## src/rtl/tilemap_renderer.sv

```systemverilog
// tilemap_renderer: walks a scrolled, wrap-around viewport of a tile map and streams one VGA pixel per cycle.
// Optional feature macro TRANSPARENT_KEY_EN: pixels whose colour equals KEY_COLOUR are not written.
module tilemap_renderer #(
    parameter int unsigned TILE_SIZE    = 8,
    parameter int unsigned VIEW_W_TILES = 20,
    parameter int unsigned VIEW_H_TILES = 15,
    parameter int unsigned MAP_W_TILES  = 32,
    parameter int unsigned MAP_H_TILES  = 32,
    parameter int unsigned MAP_ADDR_W   = 12,
    parameter int unsigned TILE_IDX_W   = 8,
    parameter int unsigned COLOUR_W     = 24,
    parameter logic [COLOUR_W-1:0] KEY_COLOUR = COLOUR_W'(24'hFF00FF)
) (
    input  logic                                       clk,
    input  logic                                       reset,
    input  logic                                       draw,
    input  logic [$clog2(MAP_W_TILES)-1:0]             scroll_x_volitile,
    input  logic [$clog2(MAP_H_TILES)-1:0]             scroll_y_volitile,
    input  logic [MAP_ADDR_W-1:0]                      map_address_volitile,
    output logic [MAP_ADDR_W-1:0]                      map_rom_address,
    input  logic [TILE_IDX_W-1:0]                      map_rom_data,
    output logic [TILE_IDX_W+2*$clog2(TILE_SIZE)-1:0]  tile_rom_address,
    input  logic [COLOUR_W-1:0]                        tile_rom_data,
    output logic [7:0]                                 vga_x_out_bus,
    output logic [7:0]                                 vga_y_out_bus,
    output logic [COLOUR_W-1:0]                        vga_RGB_out_bus,
    output logic                                       vga_draw_enable_bus,
    output logic                                       active,
    output logic                                       done
);

    localparam int unsigned PX_W = $clog2(TILE_SIZE);
    localparam int unsigned SX_W = $clog2(MAP_W_TILES);
    localparam int unsigned SY_W = $clog2(MAP_H_TILES);
    localparam int unsigned TX_W = (VIEW_W_TILES > 1) ? $clog2(VIEW_W_TILES) : 1;
    localparam int unsigned TY_W = (VIEW_H_TILES > 1) ? $clog2(VIEW_H_TILES) : 1;
    localparam int unsigned TA_W = TILE_IDX_W + 2 * PX_W;
    // Two cycles flush the pixel pipeline, two more form the frame tail before done.
    localparam int unsigned DRAIN_CYCLES = 4;

    localparam logic [PX_W-1:0] PX_LAST = PX_W'(TILE_SIZE - 1);
    localparam logic [TX_W-1:0] TX_LAST = TX_W'(VIEW_W_TILES - 1);
    localparam logic [TY_W-1:0] TY_LAST = TY_W'(VIEW_H_TILES - 1);

`ifdef TRANSPARENT_KEY_EN
    localparam bit KEY_EN = 1'b1;
`else
    localparam bit KEY_EN = 1'b0;
`endif

    typedef enum logic [2:0] {
        S_INACTIVE,
        S_LOAD_INIT_VALUES,
        S_REQ_MAP,
        S_WAIT_MAP,
        S_DRAW_TILE,
        S_DRAIN,
        S_DONE
    } state_e;

    state_e                  state_q, state_d;
    logic [SX_W-1:0]         sx_q, sx_d;
    logic [SY_W-1:0]         sy_q, sy_d;
    logic [MAP_ADDR_W-1:0]   base_q, base_d;
    logic [TX_W-1:0]         tx_q, tx_d;
    logic [TY_W-1:0]         ty_q, ty_d;
    logic [PX_W-1:0]         px_q, px_d;
    logic [PX_W-1:0]         py_q, py_d;
    logic [TILE_IDX_W-1:0]   tile_idx_q, tile_idx_d;
    logic [MAP_ADDR_W-1:0]   map_addr_q, map_addr_d;
    logic [TA_W-1:0]         tile_addr_q, tile_addr_d;
    logic [1:0]              drain_cnt_q, drain_cnt_d;
    logic                    s1_valid_q, s1_valid_d;
    logic [7:0]              s1_x_q, s1_x_d;
    logic [7:0]              s1_y_q, s1_y_d;
    logic [7:0]              vga_x_q, vga_x_d;
    logic [7:0]              vga_y_q, vga_y_d;
    logic [COLOUR_W-1:0]     vga_rgb_q, vga_rgb_d;
    logic                    vga_en_q, vga_en_d;
    logic                    active_q, active_d;
    logic                    done_q, done_d;
    logic                    write_c;

    // Wrapped map address: row/col sums truncate to the power-of-two map size.
    function automatic logic [MAP_ADDR_W-1:0] map_addr(
        input logic [MAP_ADDR_W-1:0] base,
        input logic [SX_W-1:0]       sx,
        input logic [SY_W-1:0]       sy,
        input logic [TX_W-1:0]       tx,
        input logic [TY_W-1:0]       ty
    );
        logic [SX_W-1:0] col;
        logic [SY_W-1:0] row;
        col = sx + SX_W'(tx);
        row = sy + SY_W'(ty);
        return base + MAP_ADDR_W'({row, col});
    endfunction

    always_comb begin
        state_d     = state_q;
        sx_d        = sx_q;
        sy_d        = sy_q;
        base_d      = base_q;
        tx_d        = tx_q;
        ty_d        = ty_q;
        px_d        = px_q;
        py_d        = py_q;
        tile_idx_d  = tile_idx_q;
        map_addr_d  = map_addr_q;
        tile_addr_d = tile_addr_q;
        drain_cnt_d = drain_cnt_q;
        s1_valid_d  = 1'b0;
        s1_x_d      = s1_x_q;
        s1_y_d      = s1_y_q;
        vga_x_d     = vga_x_q;
        vga_y_d     = vga_y_q;
        vga_rgb_d   = vga_rgb_q;
        vga_en_d    = 1'b0;
        write_c     = s1_valid_q && !(KEY_EN && (tile_rom_data == KEY_COLOUR));

        // Second pipeline stage: ROM data for last cycle's address is on tile_rom_data now.
        if (write_c) begin
            vga_en_d  = 1'b1;
            vga_x_d   = s1_x_q;
            vga_y_d   = s1_y_q;
            vga_rgb_d = tile_rom_data;
        end

        case (state_q)
            S_INACTIVE: begin
                if (draw) state_d = S_LOAD_INIT_VALUES;
            end
            S_LOAD_INIT_VALUES: begin
                sx_d       = scroll_x_volitile;
                sy_d       = scroll_y_volitile;
                base_d     = map_address_volitile;
                tx_d       = '0;
                ty_d       = '0;
                px_d       = '0;
                py_d       = '0;
                map_addr_d = map_addr(map_address_volitile, scroll_x_volitile,
                                      scroll_y_volitile, '0, '0);
                state_d    = S_REQ_MAP;
            end
            S_REQ_MAP: begin
                state_d = S_WAIT_MAP;
            end
            S_WAIT_MAP: begin
                tile_idx_d  = map_rom_data;
                px_d        = '0;
                py_d        = '0;
                tile_addr_d = {map_rom_data, PX_W'(0), PX_W'(0)};
                state_d     = S_DRAW_TILE;
            end
            S_DRAW_TILE: begin
                s1_valid_d = 1'b1;
                s1_x_d     = 8'({tx_q, px_q});
                s1_y_d     = 8'({ty_q, py_q});
                px_d       = px_q + PX_W'(1);
                if (px_q == PX_LAST) begin
                    px_d = '0;
                    py_d = py_q + PX_W'(1);
                    if (py_q == PX_LAST) begin
                        py_d = '0;
                        if (tx_q == TX_LAST && ty_q == TY_LAST) begin
                            drain_cnt_d = '0;
                            state_d     = S_DRAIN;
                        end else begin
                            // Row-major tile order, tx fastest.
                            if (tx_q == TX_LAST) begin
                                tx_d = '0;
                                ty_d = ty_q + TY_W'(1);
                            end else begin
                                tx_d = tx_q + TX_W'(1);
                            end
                            map_addr_d = map_addr(base_q, sx_q, sy_q, tx_d, ty_d);
                            state_d    = S_REQ_MAP;
                        end
                    end
                end
                tile_addr_d = {tile_idx_q, py_d, px_d};
            end
            S_DRAIN: begin
                drain_cnt_d = drain_cnt_q + 2'd1;
                if (drain_cnt_q == 2'(DRAIN_CYCLES - 1)) state_d = S_DONE;
            end
            S_DONE: begin
                state_d = S_INACTIVE;
            end
            default: begin
                state_d = S_INACTIVE;
            end
        endcase

        active_d = (state_d != S_INACTIVE) && (state_d != S_DONE);
        done_d   = (state_d == S_DONE);
    end

    always_ff @(posedge clk) begin
        if (reset) begin
            state_q     <= S_INACTIVE;
            sx_q        <= '0;
            sy_q        <= '0;
            base_q      <= '0;
            tx_q        <= '0;
            ty_q        <= '0;
            px_q        <= '0;
            py_q        <= '0;
            tile_idx_q  <= '0;
            map_addr_q  <= '0;
            tile_addr_q <= '0;
            drain_cnt_q <= '0;
            s1_valid_q  <= 1'b0;
            s1_x_q      <= '0;
            s1_y_q      <= '0;
            vga_x_q     <= '0;
            vga_y_q     <= '0;
            vga_rgb_q   <= '0;
            vga_en_q    <= 1'b0;
            active_q    <= 1'b0;
            done_q      <= 1'b0;
        end else begin
            state_q     <= state_d;
            sx_q        <= sx_d;
            sy_q        <= sy_d;
            base_q      <= base_d;
            tx_q        <= tx_d;
            ty_q        <= ty_d;
            px_q        <= px_d;
            py_q        <= py_d;
            tile_idx_q  <= tile_idx_d;
            map_addr_q  <= map_addr_d;
            tile_addr_q <= tile_addr_d;
            drain_cnt_q <= drain_cnt_d;
            s1_valid_q  <= s1_valid_d;
            s1_x_q      <= s1_x_d;
            s1_y_q      <= s1_y_d;
            vga_x_q     <= vga_x_d;
            vga_y_q     <= vga_y_d;
            vga_rgb_q   <= vga_rgb_d;
            vga_en_q    <= vga_en_d;
            active_q    <= active_d;
            done_q      <= done_d;
        end
    end

    assign map_rom_address     = map_addr_q;
    assign tile_rom_address    = tile_addr_q;
    assign vga_x_out_bus       = vga_x_q;
    assign vga_y_out_bus       = vga_y_q;
    assign vga_RGB_out_bus     = vga_rgb_q;
    assign vga_draw_enable_bus = vga_en_q;
    assign active              = active_q;
    assign done                = done_q;

endmodule

```

## config.mk

```make
export PLATFORM = sky130hd
export DESIGN_NAME = tilemap_renderer
export DESIGN_NICKNAME = d
export VERILOG_FILES = /design/src/rtl/tilemap_renderer.sv
export SDC_FILE = /design/constraint.sdc
export NUM_CORES = 1
export LEC_CHECK = 0
export ABC_AREA = 1
export CORE_UTILIZATION = 38
export CTS_CLUSTER_DIAMETER = 50
export DETAILED_ROUTE_END_ITERATION = 16
export SYNTH_ARGS = -nofsm -noshare
export SYNTH_HDL_FRONTEND = slang
export SYNTH_SLANG_ARGS = --single-unit
```

## constraint.sdc

```tcl
create_clock -name clk -period 5.52 [get_ports clk]
set_input_delay 0.828 -clock clk [delete_from_list [all_inputs] [get_ports clk]]
set_output_delay 0.828 -clock clk [all_outputs]
set_load 0.03 [all_outputs]
```

Word-level counts from Yosys, hierarchy flattened
Cells that the tools add are included.
{ "classes": {"addsub": 9, "n_eq_ne": 16, "muxes": 40, "n_reduce_logical": 11} }
{ "ops": {"columns": ["op", "count"], "rows": [
  ["2-to-1 mux 5 bit", 8],
  ["2-to-1 mux 12 bit", 3],
  ["2-to-1 mux 4 bit", 8],
  ["case mux 14 bit (2 select lines)", 1],
  ["adder 12 x 10 -> 12 bit", 2],
  ["2-to-1 mux 3 bit", 8],
  ["case mux 12 bit (2 select lines)", 1],
  ["case mux 3 bit (6 select lines)", 1],
  ["equality test 3 bit, second input constant", 5],
  ["case mux 3 bit (2 select lines)", 2],
  ["case mux 5 bit (2 select lines)", 1],
  ["!= test 2 bit, second input constant", 4],
  ["case mux 4 bit (2 select lines)", 1],
  ["AND reduction 4 bit", 2],
  ["nonzero test 2 bit", 4],
  ["adder 3 x 1 -> 3 bit, second input constant", 2],
  ["equality test 3 x 2 -> 1 bit, second input constant", 2],
  ["2-to-1 mux 2 bit", 3],
  ["adder 5 x 1 -> 5 bit, second input constant", 1],
  ["adder 5 x 4 -> 5 bit", 1],
  ["adder 5 bit", 1],
  ["equality test 5 bit, second input constant", 1],
  ["adder 4 x 1 -> 4 bit, second input constant", 1],
  ["equality test 4 bit, second input constant", 1],
  ["other kinds (10)", 12]
]} }
{ "word_totals": {"reg_bits": 134, "input_bits": 57, "output_inout_bits": 69, "wordCells": 97} }

Longest topological paths before layout
{ "logic_depth": {"ltp_word": 12, "ltp_mapped": 25, "depth_no_buf": 25} }

Least setup slack after synthesis
Ideal clock, no wire load.
{ "synth_path": {"path_type": "register to register", "start": "register tx_q[0]", "end": "register map_addr_q[6], in the netlist map_rom_address[6]", "arrival_time_ns": 2.903, "required_time_ns": 5.411, "path_slack_ns": 2.508, "path_stages_with_launch": 22, "n_path_buf": 0, "period_less_slack_ns": 3.012, "path_cell_list": "dfxtp_1 -> ha_1 -> nand2_1 -> inv_1 -> nand2_2 -> inv_1 -> nor2_1 -> ha_1 -> inv_1 -> fa_1 -> nand3b_1 -> nand3_1 -> nand2_1 -> ha_1 -> nand2_1 -> inv_1 -> a21oi_1 -> or2_2 -> nand3_1 -> nand3_1 -> nand2_1 -> inv_1"} }
{ "synth_via": {"elab_chain_cells": 12, "word_cells_on_any_way": 22, "cone_classes": "add/sub: 4; eq/ne: 2; mux: 14; reduce/logical: 2"} }
{ "synth_rtl": {"columns": ["element", "line_no", "source"], "rows": [
  ["from (decl)", "65", "logic [TX_W-1:0] tx_q, tx_d;"],
  ["from (signal assigned)", "227", "tx_q <= tx_d;"],
  ["adder 5 x 1 -> 5 bit / equality test 5 bit (equally long branches)", "174, 165, 170", null],
  ["2-to-1 mux 5 bit / 2-to-1 mux 4 bit (equally long branches)", "170", "if (tx_q == TX_LAST) begin"],
  ["2-to-1 mux 5 bit / 2-to-1 mux 4 bit (equally long branches)", "165", "if (tx_q == TX_LAST && ty_q == TY_LAST) begin"],
  ["2-to-1 mux 5 bit / 2-to-1 mux 4 bit (equally long branches)", "163", "if (py_q == PX_LAST) begin"],
  ["2-to-1 mux 5 bit / 2-to-1 mux 4 bit (equally long branches)", "160", "if (px_q == PX_LAST) begin"],
  ["2-to-1 mux 5 bit / 2-to-1 mux 4 bit (equally long branches)", "129", "case (state_q)"],
  ["adder 5 bit / adder 5 x 4 -> 5 bit (equally long branches)", "94, 95", null],
  ["adder 12 x 10 -> 12 bit", "96", "return base + MAP_ADDR_W'({row, col});"],
  ["2-to-1 mux 12 bit", "165", null],
  ["2-to-1 mux 12 bit", "163", null],
  ["2-to-1 mux 12 bit", "160", null],
  ["case mux 12 bit (2 select lines)", "129", null],
  ["to (signal assigned)", "232", "map_addr_q <= map_addr_d;"],
  ["to (decl)", "70", "logic [MAP_ADDR_W-1:0] map_addr_q, map_addr_d;"]
]} }
Parallel ways exist; a longest one is shown, timed or not. The select of a mux whose other input is x is not followed.
A chain may end at the register's enable or synchronous reset.

Final worst setup path
{ "layout_path": {"start": "register tx_q[0]", "end": "register map_addr_q[11], in the netlist map_rom_address[11]"} }
Same word-level chain as after synthesis.

==> flow_metrics.tcl <==
set metrics [dict create \
    cts_tree "yes" \
    cp_max_fo 9 \
    outcome "finished clean" \
    vdd_drop_max_v 0.000209 \
    num_rows 47 \
    crit_path_end "map_rom_address[11]" \
    gp_congestion 0.862 \
    synth.distinct_cells 35 \
    core_area_um2 16800 \
    r2r_end "map_rom_address[11]" \
    rsz0062_at_grt "no" \
    path_cells "ha_1, nand2_1, inv_1, nand2_2, o21ai_0, inv_1, fa_1, o21ai_0, xor2_1, ha_1, nand2_1, inv_1, a21boi_0, nand4_1, nand3_1, nand3_1, nand2_1, inv_1" \
    finalClockSkew_ps 11.9 \
    n_fill_cell 1729 \
    top_layer_used "met4" \
    postCtsHoldBufs 0 \
    route.met3.wl_um 746 \
    routedWlPerCell_um 14.0 \
    rrSetupSlack_ps 2050 \
    cp-startpoint "tx_q[0]" \
    clock_sinks 134 \
    hold_violations 0 \
    synthCells 931 \
    drv_slew 0 \
    htree_levels 4 \
    leakage_nw 3.88 \
    antenna_left 0 \
    first_global_vias 5995 \
    port_buffers 124 \
    finalCoreUtilization_pct 51.1 \
    cts_root_buf "clkbuf_16" \
    chipHeight_um 134 \
    drv_cap 0 \
    cp.required_ps 5840 \
    io_pins 126 \
    r2r-start "tx_q[0]" \
    crit_path_end_kind "register" \
    clockBufferDepth 2 \
    met1_length_um 8430 \
    grt_pass1_wl_um 29700 \
    synthArstFlopShare_pct 0 \
    fmax_mhz 288 \
    grt_antenna_before_repair 0 \
    cpPeakStageDelay_ps 450 \
    finalPower_mw 2.61 \
    wirelength_um 17800 \
    clk_latency_ps 420 \
    clkTransAtPathRegs_ps 60 \
    fin_crit_sh_pct 62.9 \
    route.met2.wl_um 8400 \
    die_w_um 134 \
    grt.total_usage_pct 20.9 \
    overflow 0 \
    nNetsFinal 1136 \
    area_growth_pct 29.8 \
    syn_area_per_cell_um2 7.11 \
    vias 6106 \
    n_antenna_cell 0 \
    start_util_pct 39.4 \
    stdcell_area_um2 8590 \
    vias_per_cell 4.80 \
    yosys_warnings 0 \
    period_minus_slack_ps 3470 \
    synth-edff-count 0 \
    worst_path_max_delay_cell "fa_1" \
    ys_seq_area_share_pct 40.5 \
    tns_ps 0 \
    syn_area_um2 6620 \
    hpwl_um 12900 \
    drtIter0Drc 322 \
    worstSetupPathType "reg2reg" \
    dr.pass1.iters 5 \
    ys.flop_type "dfxtp_1" \
    reg2reg_depth 18 \
    ctsResizeCount 0 \
    die_area_um2 18000 \
    cts_setup_buffers 0 \
    drc 0 \
    crit_top_cell "inv_1" \
    place_area_um2 7980 \
    arrival_ps 3800 \
    drive_gt1_share_pct 5.60 \
    worstMarginPinSlew_ps 904 \
    cp-start-kind "register" \
    setup_viol 0 \
    max-slew-margin-rel_pct 39.6 \
    numCtsBuffers 17 \
    synth-seq-cells 134 \
    min_path_type "reg2reg" \
    grt_max_degree 49 \
    p_per_area_nw_per_um2 304 \
    synthesis.nets 1027 \
]
[synth_stat cells (2+ instances only)]
library cell / instances / share of area, %
o211a_1: 2 / 0.30
nand3_1: 48 / 3.6
buf_6: 5 / 0.85
nand2_1: 196 / 11
dfxtp_1: 134 / 41
nand2_2: 3 / 0.28
a21boi_0: 2 / 0.23
or2_2: 6 / 0.57
inv_1: 79 / 4.5
a21oi_1: 57 / 4.3
ha_1: 35 / 6.6
fa_1: 4 / 1.2
clkbuf_1: 28 / 1.6
buf_2: 5 / 0.38
o211ai_1: 2 / 0.23
xor2_1: 8 / 1.1
o21ai_0: 93 / 7.0
inv_2: 5 / 0.28
nand4_1: 10 / 0.94
clkinv_1: 2 / 0.11
nor3_1: 5 / 0.38
nor2_4: 4 / 0.68
a31oi_1: 9 / 0.85
nand3b_1: 4 / 0.45
o21a_1: 7 / 0.79
xnor2_1: 5 / 0.66
nor2_1: 165 / 9.4
[per-stage QoR]
stage,setup slack (ps),hold WS (ps),std cells
2_1_floorplan,2510,441,931
3_3_place_gp,2160,450,1241
3_5_place_dp,2020,453,1241
4_1_cts,2010,463,1273
5_1_grt,1540,475,1273
6_report,2050,462,1273
[cell usage in the layout, fill, tap and decap left out, drive strengths merged]
master         instances
a21boi                 2
a21oi                 59
a22oi                  1
a31oi                  9
buf                    5
bufinv                 3
clkbuf                19
clkdlybuf4s50        124
clkinv                 7
conb                   1
dfxtp                134
fa                     4
ha                    35
inv                   89
nand2                199
nand3                 48
nand3b                 4
nand4                 10
nor2                 170
nor3                   6
o211a                  2
o211ai                 2
o21a                   7
o21ai                 93
o21bai                 1
or2                    6
xnor2                  5
xor2                   8
[sequential cells by signal (all words and copies together), names as in the netlist]
| name | cells |
|---|---|
| base_q | 12 |
| vga_draw_enable_bus | 1 |
| s1_y_q | 7 |
| done | 1 |
| vga_x_out_bus | 8 |
| vga_RGB_out_bus | 24 |
| state_q | 3 |
| px_q | 3 |
| tile_rom_address | 14 |
| ty_q | 4 |
| vga_y_out_bus | 7 |
| tx_q | 5 |
| tile_idx_q | 8 |
| sx_q | 5 |
| sy_q | 5 |
| drain_cnt_q | 2 |
| s1_valid_q | 1 |
| map_rom_address | 12 |
| s1_x_q | 8 |
| active | 1 |
| py_q | 3 |
[kinds of logic (layout without fill, tap and decap cells)]
group | count (synthesis) | in the layout | share of synthesized area [%]
AOI/OAI and AO/OA | 176 | 176 | 14.3
DFF | 134 | 134 | 40.5
buffers and inverters | 125 | 247 | 7.80
xor gates and xnor gates | 13 | 13 | 1.72
other | 1 | 1 | 0.0566
adders and majority gates | 39 | 39 | 7.82
and+or+nand+nor | 443 | 443 | 27.7
[cell type report]
class	count	area (µm²)	share of cell area, %
clock buffer	19	443	5.15
clock inverter	13	169	1.97
inverter	86	323	3.76
multi-input combinational	672	3420	39.8
sequential	134	2680	31.2
tap	220	275	3.20
timing repair buffer	129	1280	14.9
[power breakdown]
group / total, mW / internal (mW) / switching (mW)
registers: 1.04 / 1.01 / 0.0286
clock network: 1.18 / 0.729 / 0.453
logic: 0.392 / 0.156 / 0.235
[per-layer routing]
metal / GRT usage (%) / up-vias
met5: 0 / -
met4: 6.06 / 0
met3: 5.52 / 24
met2: 33.9 / 116
met1: 27.2 / 2733
li1: - / 3233
[worst min-delay path by stage]
stage,cells past startpoint,start,to,slack (ps)
2_1_floorplan,2,tile_idx_q[0],tile_idx_q[0],440
3_3_place_gp,2,tile_idx_q[0],tile_idx_q[0],450
3_5_place_dp,2,tile_idx_q[7],tile_idx_q[7],450
4_1_cts,2,tile_idx_q[7],tile_idx_q[7],460
5_1_grt,2,tile_idx_q[5],tile_idx_q[5],480
6_report,2,tile_idx_q[5],tile_idx_q[5],460
[critical path: cells and delay by family (launching register included)]
family	cells	cell delay [ps]
fa+ha+maj	3	980
compound gates	3	900
simple gates	7	660
flops	1	400
buf+inv	4	260
xor+xnor	1	190
Power figures use the tool's default switching activity.
